<file path="config.mk">
export PLATFORM = sky130hd
export DESIGN_NAME = muldiv_ctrl
export DESIGN_NICKNAME = d
export VERILOG_FILES = /design/src/rtl/muldiv_pkg.sv /design/src/rtl/muldiv_ctrl_md_iter_step.sv /design/src/rtl/muldiv_ctrl.sv
export SDC_FILE = /design/constraint.sdc
export NUM_CORES = 1
export LEC_CHECK = 0
export ABC_AREA = 1
export BUFFER_PORTS_ARGS = -buffer_cell sky130_fd_sc_hd__buf_2
export CORE_MARGIN = 2
export CORE_UTILIZATION = 30
export DETAILED_ROUTE_END_ITERATION = 8
export PLACE_DENSITY = 0.5
export SLEW_MARGIN = 20
export SYNTH_ARGS = -nofsm -noshare
export SYNTH_HDL_FRONTEND = slang
export SYNTH_SLANG_ARGS = --single-unit
</file>
<file path="constraint.sdc">
create_clock -name clk -period 6.7 [get_ports clk]
set_clock_uncertainty 0.05 [all_clocks]
set_input_delay 0.67 -clock clk [delete_from_list [all_inputs] [get_ports clk]]
set_output_delay 0.67 -clock clk [all_outputs]
set_load 0.05 [all_outputs]
</file>
<file path="src/rtl/muldiv_pkg.sv">
// rtl/muldiv_pkg.sv - shared op codes, FSM states and helpers for the mul/div sequencer
package muldiv_pkg;

    // ex_op encodings presented by the EX stage
    localparam logic [2:0] MD_NONE = 3'd0;
    localparam logic [2:0] MULT    = 3'd1;
    localparam logic [2:0] MULTU   = 3'd2;
    localparam logic [2:0] DIV     = 3'd3;
    localparam logic [2:0] DIVU    = 3'd4;
    localparam logic [2:0] MTHI    = 3'd5;
    localparam logic [2:0] MTLO    = 3'd6;

    typedef enum logic [1:0] {
        IDLE   = 2'd0,
        RUN    = 2'd1,
        FINISH = 2'd2
    } mdState_e;

    // Ops that occupy the iterative datapath (MTHI/MTLO complete in one edge)
    function automatic logic isMulDiv(input logic [2:0] op);
        return (op == MULT) || (op == MULTU) || (op == DIV) || (op == DIVU);
    endfunction

endpackage

</file>
<file path="src/rtl/muldiv_ctrl_md_iter_step.sv">
// rtl/muldiv_ctrl_md_iter_step.sv - one combinational radix-2 multiply or divide iteration
// Ports:
//   acc      in  2W  working register {upper, lower}
//   operand  in  W   multiplicand (mul) or divisor (div)
//   is_div   in  1   0: shift-add multiply step, 1: restoring divide step
//   acc_next out 2W  working register after this iteration
module md_iter_step #(
    parameter int W = 32
) (
    input  logic [2*W-1:0] acc,
    input  logic [W-1:0]   operand,
    input  logic           is_div,
    output logic [2*W-1:0] acc_next
);

    logic [W:0] addSum;
    logic [W:0] shiftRem;
    logic [W:0] subDiff;

    always_comb begin
        // Multiply: multiplier sits in the lower half and is consumed LSB first;
        // the carry out of the add becomes the new MSB after the right shift.
        addSum   = {1'b0, acc[2*W-1:W]} + (acc[0] ? {1'b0, operand} : {(W+1){1'b0}});
        // Divide: shift the next dividend bit into the partial remainder.
        shiftRem = {acc[2*W-1:W], acc[W-1]};
        subDiff  = shiftRem - {1'b0, operand};
        if (is_div) begin
            // Bit W of the difference is the borrow: remainder smaller than divisor.
            if (subDiff[W]) begin
                acc_next = {shiftRem[W-1:0], acc[W-2:0], 1'b0};
            end else begin
                acc_next = {subDiff[W-1:0], acc[W-2:0], 1'b1};
            end
        end else begin
            acc_next = {addSum, acc[W-1:1]};
        end
    end

endmodule

</file>
<file path="src/rtl/muldiv_ctrl.sv">
// rtl/muldiv_ctrl.sv - multi-cycle multiply/divide sequencer owning HI/LO
// Ports:
//   clk, rst_n           clock, asynchronous active-low reset
//   ex_valid, ex_op      EX instruction valid and its mul/div/MT op code
//   ex_rd_hilo, ex_rd_sel EX instruction is MFHI/MFLO, and which register it reads
//   src_a, src_b         forwarded rs / rt operands
//   flush                abort any in-flight operation
//   busy, stall          iteration in progress / freeze IF-ID-EX
//   hilo_rdata           HI or LO as selected by ex_rd_sel
//   hi, lo               architectural HI/LO
module muldiv_ctrl
    import muldiv_pkg::*;
#(
    parameter int W     = 32,
    parameter int CNT_W = 6
) (
    input  logic         clk,
    input  logic         rst_n,
    input  logic         ex_valid,
    input  logic [2:0]   ex_op,
    input  logic         ex_rd_hilo,
    input  logic         ex_rd_sel,
    input  logic [W-1:0] src_a,
    input  logic [W-1:0] src_b,
    input  logic         flush,
    output logic         busy,
    output logic         stall,
    output logic [W-1:0] hilo_rdata,
    output logic [W-1:0] hi,
    output logic [W-1:0] lo
);

    mdState_e       state, stateNext;
    logic [CNT_W-1:0] cnt;
    logic [2*W-1:0] acc, accNext;
    logic [W-1:0]   operand;
    logic           isDiv, negLo, negHi, divZero;

    logic           accept, opSigned, signA, signB;
    logic [W-1:0]   absA, absB;
    logic [2*W-1:0] prodFixed;
    logic [W-1:0]   hiRes, loRes;

    assign accept   = (state == IDLE) && ex_valid && !flush && isMulDiv(ex_op);
    assign opSigned = (ex_op == MULT) || (ex_op == DIV);
    assign signA    = opSigned && src_a[W-1];
    assign signB    = opSigned && src_b[W-1];
    assign absA     = signA ? -src_a : src_a;
    assign absB     = signB ? -src_b : src_b;

    md_iter_step #(.W(W)) u_step (
        .acc      (acc),
        .operand  (operand),
        .is_div   (isDiv),
        .acc_next (accNext)
    );

    // State register
    always_ff @(posedge clk or negedge rst_n) begin
        if (!rst_n) begin
            state <= IDLE;
        end else begin
            state <= stateNext;
        end
    end

    // Next-state logic
    always_comb begin
        stateNext = state;
        case (state)
            IDLE:    if (accept) stateNext = RUN;
            RUN:     if (flush) stateNext = IDLE;
                     else if (cnt == CNT_W'(1)) stateNext = FINISH;
            FINISH:  stateNext = IDLE;
            default: stateNext = IDLE;
        endcase
    end

    // Outputs
    always_comb begin
        busy = (state != IDLE);
    end

    assign stall      = busy && ex_valid && (ex_rd_hilo || (ex_op != MD_NONE));
    assign hilo_rdata = ex_rd_sel ? hi : lo;

    // Work registers: operands in magnitude form, sign flags remembered for fix-up.
    always_ff @(posedge clk or negedge rst_n) begin
        if (!rst_n) begin
            cnt     <= '0;
            acc     <= '0;
            operand <= '0;
            isDiv   <= 1'b0;
            negLo   <= 1'b0;
            negHi   <= 1'b0;
            divZero <= 1'b0;
        end else if (accept) begin
            cnt     <= CNT_W'(W);
            isDiv   <= (ex_op == DIV) || (ex_op == DIVU);
            negLo   <= signA ^ signB;
            negHi   <= signA;
            divZero <= ((ex_op == DIV) || (ex_op == DIVU)) && (src_b == '0);
            if ((ex_op == DIV) || (ex_op == DIVU)) begin
                acc     <= {{W{1'b0}}, absA};
                operand <= absB;
            end else begin
                acc     <= {{W{1'b0}}, absB};
                operand <= absA;
            end
        end else if ((state == RUN) && !flush) begin
            acc <= accNext;
            cnt <= cnt - CNT_W'(1);
        end
    end

    // Sign fix-up. With a zero divisor the restoring loop leaves |a| as the
    // remainder, so re-applying sign(a) reproduces the original src_a for HI.
    always_comb begin
        prodFixed = negLo ? -acc : acc;
        if (isDiv) begin
            hiRes = negHi ? -acc[2*W-1:W] : acc[2*W-1:W];
            loRes = divZero ? {W{1'b1}} : (negLo ? -acc[W-1:0] : acc[W-1:0]);
        end else begin
            hiRes = prodFixed[2*W-1:W];
            loRes = prodFixed[W-1:0];
        end
    end

    always_ff @(posedge clk or negedge rst_n) begin
        if (!rst_n) begin
            hi <= '0;
            lo <= '0;
        end else if ((state == FINISH) && !flush) begin
            hi <= hiRes;
            lo <= loRes;
        end else if ((state == IDLE) && ex_valid && !flush) begin
            if (ex_op == MTHI) hi <= src_a;
            if (ex_op == MTLO) lo <= src_a;
        end
    end

endmodule

</file>
==> metrics.txt, run 1 <==
P_leak between 0.01 and 0.015 uW; initial DRC count about 2100; Period minus WS final about 3.6 ns; clk_lat worst skew 0.51 ns; Setup Fix Bufs, Post-CTS 0; WP data required 7.05 ns; Hold Crit Class in2async; total power 9370 uW; top_reg_cell synth dfrtp_1; register area ~4300 um^2; reg2reg end acc[59]$_DFFE_PN0P_; layout cell share with drive strength beyond 1 a little under a tenth; Post-synth EDFFs 0; GRT overflow 0; Total Wirelength between 80 and 90 mm; smallest hold slack 0.0447 ns; # DRC 0; routed length per instance between 20 and 25 um; count of final setup violators 0; count of cells resized by post-cts repair 0; post-synth net total about 3200; kind of critical path reg2reg; Synth Register Bits ~170; status complete, no violations; CTS H-tree lvls 4; root buffer cell clkbuf_16; drt pass-1 iters 6; area of the multi-input gates around 12000 um^2; CTS buffer count 17; post-synth top area cell dfrtp_1; Peak VDD IR between 0.0002 and 0.0003 V; post-synth top area share about a quarter; setup ws final between 3 and 4 ns; total core area 59100 um^2; row count approximately 90; Ys Warns 0; num ports 171; Reg2Reg Depth 18; pre-CTS WS ~3.2 ns; final setup TNS 0 ns; Post-synth ARST share between 90% and 100%; global-route wire length before repair around 130 mm; Hold-fix buffers, CTS 0; reg-to-reg startpoint acc[0]$_DFFE_PN0P_; GP Congestion 0.989; Detailed Place HPWL 68.9 mm; via count between 20000 and 25000; CP Max Fanout 19; Area Growth Syn to Fin 12.1%; Worst Setup End Kind register; max cap viols 0; unrepaired setup endpoints after global routing no; Hold Violations, Final 0; filler instances between 6000 and 7000; pwr dens 465 nW/um^2; max_slew headroom 25.5%; fin crit share between 50% and 60%; vias in the first global route 19999; Initial Util 30.4%; Synth cell types 50; largest net degree at the start of global routing 81; cell count after synthesis between 3000 and 4000; CP startpoint acc[0]$_DFFE_PN0P_; input/output buffers 170; Slew Viols, Final 0; sequential area share after synthesis between 20% and 30%; Post-Syn Area around 18000 um^2; crit path to acc[59]$_DFFE_PN0P_; top post-synthesis cells by area dfrtp_1 (24%), nand2_1 (21%), inv_1 (9.4%); CTS clk-pin slew, worst paths around 0.080 ns; die area approximately 60000 um^2; die height 249 um; Via density 5.29; CTS tree built; Worst R2R Setup Slack a little over 3 ns; Clock Sinks 172; Worst-Margin Slew 1.11 ns; initial antenna violation count 5; Avg Cell Area, Syn roughly 6 um^2; CTS Buffer Depth 2; Critical Path AT approximately 4 ns; Post-DRT Antenna Nets 0; Final nets about 3300; fmax 275 MHz; Die X 249 um; Startpoint Class register; global-route usage over all layers 27.5%
[sequential cells by signal, summed over array words and instances, names as in the netlist]
name,count
negLo,1
negHi,1
hi,32
lo,32
operand,32
isDiv,1
cnt,6
divZero,1
state,2
acc,64
[placed cells by master (no fill, tap or decap), types with 17 or more instances in the layout]
| master | netlist | final |
|---|---|---|
| o21bai_1 | 27 | 27 |
| nor2_1 | 299 | 297 |
| a221oi_1 | 27 | 27 |
| o22ai_1 | 20 | 20 |
| nand4_1 | 27 | 27 |
| o211ai_1 | 62 | 62 |
| buf_4 | 9 | 24 |
| nor3_1 | 42 | 42 |
| inv_1 | 449 | 449 |
| o221ai_1 | 21 | 21 |
| o21ai_0 | 150 | 150 |
| nand2_1 | 984 | 984 |
| xor2_1 | 53 | 53 |
| clkbuf_16 | 0 | 17 |
| a21oi_1 | 136 | 136 |
| nand3_1 | 238 | 238 |
| xnor2_1 | 24 | 24 |
| dfrtp_1 | 172 | 171 |
| buf_2 | 13 | 169 |
| ha_1 | 70 | 70 |
[cell families after synthesis]
logic type	after synthesis	synth area share (%)
and+or+nand+nor	1648	37.9
AOI/OAI and AO/OA	494	16.8
DFF	172	24.0
buffers and inverters	556	11.9
xor gates and xnor gates	77	3.75
adders and majority gates	72	5.10
muxes	9	0.564
[final cells by class]
class | count | share of cell area, %
timing repair buffer | 194 | 5.15
antenna | 1 | 0.0124
clock buffer | 17 | 2.11
inverter | 457 | 8.52
sequential | 172 | 21.4
tap | 773 | 4.80
multi-input combinational | 2300 | 57.3
clock inverter | 15 | 0.727
[worst min path at each step]
stage | startpoint | depth (start not counted) | endpoint | slack [ns]
after floorplan | rst_n | 0 | acc[0]$_DFFE_PN0P_ | 0.32
after global placement | cnt[5]$_DFFE_PN0P_ | 1 | cnt[5]$_DFFE_PN0P_ | 0.42
after detailed placement | cnt[5]$_DFFE_PN0P_ | 1 | cnt[5]$_DFFE_PN0P_ | 0.42
after CTS | rst_n | 1 | hi[8]$_DFFE_PN0P_ | 0.05
after global routing | rst_n | 1 | hi[8]$_DFFE_PN0P_ | 0.08
final | rst_n | 1 | hi[8]$_DFFE_PN0P_ | 0.04
[per-layer routing]
| layer | vias up | global-route usage (%) | share of wire, % |
|---|---|---|---|
| met5 | - | 0 | 0.058 |
| met4 | 8 | 9.73 | 3.4 |
| met3 | 134 | 4.37 | 6.4 |
| met2 | 799 | 44.5 | 46 |
| met1 | 9830 | 37.0 | 45 |
| li1 | 10012 | - | - |
[metrics by stage]
stage / std cells / area, um^2 / utilization, %
after floorplan: 3028 / 18000 / -
after global placement: 3896 / 19600 / 33.1
after detailed placement: 3896 / 19600 / 33.1
after CTS: 3928 / 20100 / 34.1
after global routing: 3928 / 20100 / 34.1
final: 3929 / 20100 / 34.1
[Yosys cell counts (6+ instances only)]
master and instances:
o21bai_1 27, a221oi_1 27, buf_1 11, clkbuf_1 65, o211ai_1 62, a22oi_1 6
buf_2 13, nor2_1 299, nand2_1 984, nor4_1 9, buf_4 9, o22ai_1 20
a21oi_1 136, or2_2 15, mux2_2 9, ha_1 70, nor2_2 8, dfrtp_1 172
o221ai_1 21, inv_2 7, a21o_1 6, nor3_1 42, xor2_1 53, nand4_1 27
o21ai_0 150, nand3_1 238, inv_1 449, o21ai_1 10, xnor2_1 24, a31oi_1 7
nand3b_1 11
[where the power goes]
part | internal, uW | switching, uW
Sequential | 1390 | 742
Clock | 495 | 553
Combinational | 1780 | 4410
[worst max-delay path, stage by stage, from the launching register on]
cell,delay [ns]
dfrtp_1,0.63
buf_4,0.31
nand2_1,0.07
inv_1,0.06
ha_1,0.16
inv_1,0.07
fa_1,0.42
o21ai_0,0.75
nand2_1,0.12
nand2_1,0.17
nand2_1,0.06
nand2_1,0.13
nand3_1,0.11
nand3_1,0.09
nand2_1,0.05
nor2_1,0.12
nor2_1,0.05
nand2_1,0.08
nand2_1,0.05
Note: power is estimated with default switching activity, not from simulation.
==> run 2: changes to the inputs <==
--- a/config.mk
+++ b/config.mk
@@ -10,7 +10,7 @@
 export CORE_MARGIN = 2
 export CORE_UTILIZATION = 30
 export DETAILED_ROUTE_END_ITERATION = 8
-export PLACE_DENSITY = 0.5
+export PLACE_DENSITY = 0.52
 export SLEW_MARGIN = 20
 export SYNTH_ARGS = -nofsm -noshare
 export SYNTH_HDL_FRONTEND = slang
==> constraint.sdc (replaced) <==
create_clock -name clk -period 3.3 [get_ports clk]
set_clock_uncertainty 0.05 [all_clocks]
set_input_delay 0.33 -clock clk [delete_from_list [all_inputs] [get_ports clk]]
set_output_delay 0.33 -clock clk [all_outputs]
set_load 0.05 [all_outputs]
==> metrics.txt, run 2 (synthesis gave the netlist of run 1 again) <==
status complete, no violations (unchanged); Period minus WS final 2.96 ns (was 3.64 ns); routed length per instance 21.4 um (was 21.8 um); most frequent cells in the layout nand2_1 (984), inv_1 (449), nor2_1 (297) (unchanged); P_leak 0.0107 uW (was 0.0105 uW); Die X 249 um (unchanged); Hold-fix buffers, CTS 1 (was 0); commonest non-fill, non-tap cell in the layout nand2_1 (unchanged); largest delay contributor family on the critical path simple AND/OR/NAND/NOR gates (unchanged); Slew Viols, Final 0 (unchanged); Clock Sinks 172 (unchanged); GRT overflow 0 (unchanged); max_slew headroom 28.4% (was 25.5%); drt pass-1 iters 6 (unchanged); input/output buffers 170 (unchanged); final setup TNS 0 ns (unchanged); Via density 5.24 (was 5.29); Worst-Margin Slew 1.07 ns (was 1.11 ns); layout cell share with drive strength beyond 1 10.3% (was 9.03%); global-route wire length before repair 126 mm (was 129 mm); CTS H-tree lvls 4 (unchanged); placed inst area 20000 um^2 (was 19600 um^2); CP Cell Sequence buf_4, nand2_1, inv_1, ha_1, a21oi_1, o21ai_0, inv_1, nand2_1, nand3b_1, xnor2_1, nand2_1, nand3_1, nand2_1 (was buf_4, nand2_1, inv_1, ha_1, inv_1, fa_1, o21ai_0, nand2_1, nand2_1, nand2_1, nand2_1, nand3_1, nand3_1, nand2_1, nor2_1, nor2_1, nand2_1, nand2_1); number of flip-flops in the largest register 64 (unchanged); total core area 59100 um^2 (unchanged); Setup Fix Bufs, Post-CTS 0 (unchanged); # DRC 0 (unchanged); die height 249 um (unchanged); count of cells resized by post-cts repair 0 (unchanged); Area Growth Syn to Fin 14.6% (was 12.1%); Post-DRT Antenna Nets 0 (unchanged); CTS buffer count 17 (unchanged); worst path bufs/invs 3 (unchanged); global-route usage over all layers 27.1% (was 27.5%); routing usage on met1 35.6% (was 37.0%); die area 61800 um^2 (unchanged); Top Usage Layer GRT met2 (unchanged); clk_lat worst skew 0.50 ns (was 0.51 ns); initial antenna violation count 1 (was 5); CTS tree built (unchanged); Post-Layout Cell Count 3976 (was 3929); smallest hold slack 0.0856 ns (was 0.0447 ns); largest net degree at the start of global routing 70 (was 81); initial DRC count 2221 (was 2130); Worst Setup End Kind register (unchanged); Startpoint Class register (unchanged); met2 Use GR 41.3% (was 44.5%); CP Max Fanout 22 (was 19); GP Congestion 0.995 (was 0.989); cell mode on critical path nand2_1 (unchanged); Top reg by flops acc (unchanged); row count 89 (unchanged); met3 GRT Util 7.02% (was 4.37%); Hold Violations, Final 0 (unchanged); CTS Buffer Depth 2 (unchanged); final non-filler cell area 20600 um^2 (was 20100 um^2); critical path's largest stage delay 0.53 ns (was 0.75 ns); fin util 34.8% (was 34.1%); root buffer cell clkbuf_16 (unchanged); max cap viols 0 (unchanged); unrepaired setup endpoints after global routing no (unchanged); pwr dens 934 nW/um^2 (was 465 nW/um^2); num ports 171 (unchanged); fin crit share 89.6% (was 54.3%); via count 20840 (was 20783); kind of critical path reg2reg (unchanged); fmax 338 MHz (was 275 MHz); worst-path cell with the longest stage delay dfrtp_1 (was o21ai_0); Final nets 3334 (was 3287); filler instances 6614 (was 6701); count of final setup violators 0 (unchanged); WP data required 3.64 ns (was 7.05 ns); Total Wirelength 85.1 mm (was 85.7 mm); vias in the first global route 19712 (was 19999); Hold Crit Class in2reg (was in2async); Initial Util 30.4% (unchanged); Critical Path AT 3.29 ns (was 3.99 ns); Detailed Place HPWL 69.3 mm (was 68.9 mm); CTS clk-pin slew, worst paths 0.08 ns (about the same); cell count after placement 3942 (was 3896); Peak VDD IR 0.000523 V (was 0.000276 V)
## run 2: stage by stage
stage                     setup WS (ns)  power [uW]
after floorplan                   0.862       12400
after global placement            0.352       16900
after detailed placement          0.404       16700
after CTS                         0.397       19000
after global routing              0.123       20600
final                             0.345       19200
## run 2: final cells by class
type / count / area, um^2 / area share [%]
antenna: 1 / 2.50 / 0.0122
multi-input combinational: 2300 / 11500 / 56.1
clock buffer: 18 / 439 / 2.13
sequential: 172 / 4310 / 20.9
inverter: 457 / 1720 / 8.34
clock inverter: 14 / 170 / 0.827
timing repair buffer: 241 / 1440 / 7.01
tap: 773 / 967 / 4.70
## run 2: worst paths after layout
check | start | to | slack (ns) | cells after the start
worst min register to register | cnt[5]$_DFFE_PN0P_ | cnt[5]$_DFFE_PN0P_ | 0.43 | 1
worst max register to register | acc[0]$_DFFE_PN0P_ | acc[48]$_DFFE_PN0P_ | 0.34 | 13
min in group asynchronous | rst_n | lo[1]$_DFFE_PN0P_ | 0.35 | 2
worst max-delay path | acc[0]$_DFFE_PN0P_ | acc[48]$_DFFE_PN0P_ | 0.34 | 13
worst min-delay path | src_a[1] | hi[1]$_DFFE_PN0P_ | 0.09 | 3
max in group asynchronous | rst_n | acc[52]$_DFFE_PN0P_ | 2.03 | 3
## run 2: power by group
part	internal [uW]	switching, uW
combinational	3840	9060
sequential	2830	1310
clock	1100	1090
## run 2: worst register-to-register path: stages (launching register included)
cell and delay (ns):
dfrtp_1 0.53, buf_4 0.34, nand2_1 0.08, inv_1 0.06
ha_1 0.28, a21oi_1 0.29, o21ai_0 0.24, inv_1 0.09
nand2_1 0.08, nand3b_1 0.20, xnor2_1 0.36, nand2_1 0.09
nand3_1 0.09, nand2_1 0.05
## run 2: metal layers
layer,routed length [um],vias up
met4,4240,0
met3,8030,176
met5,0,-
met1,36200,9583
li1,-,10132
met2,36600,949
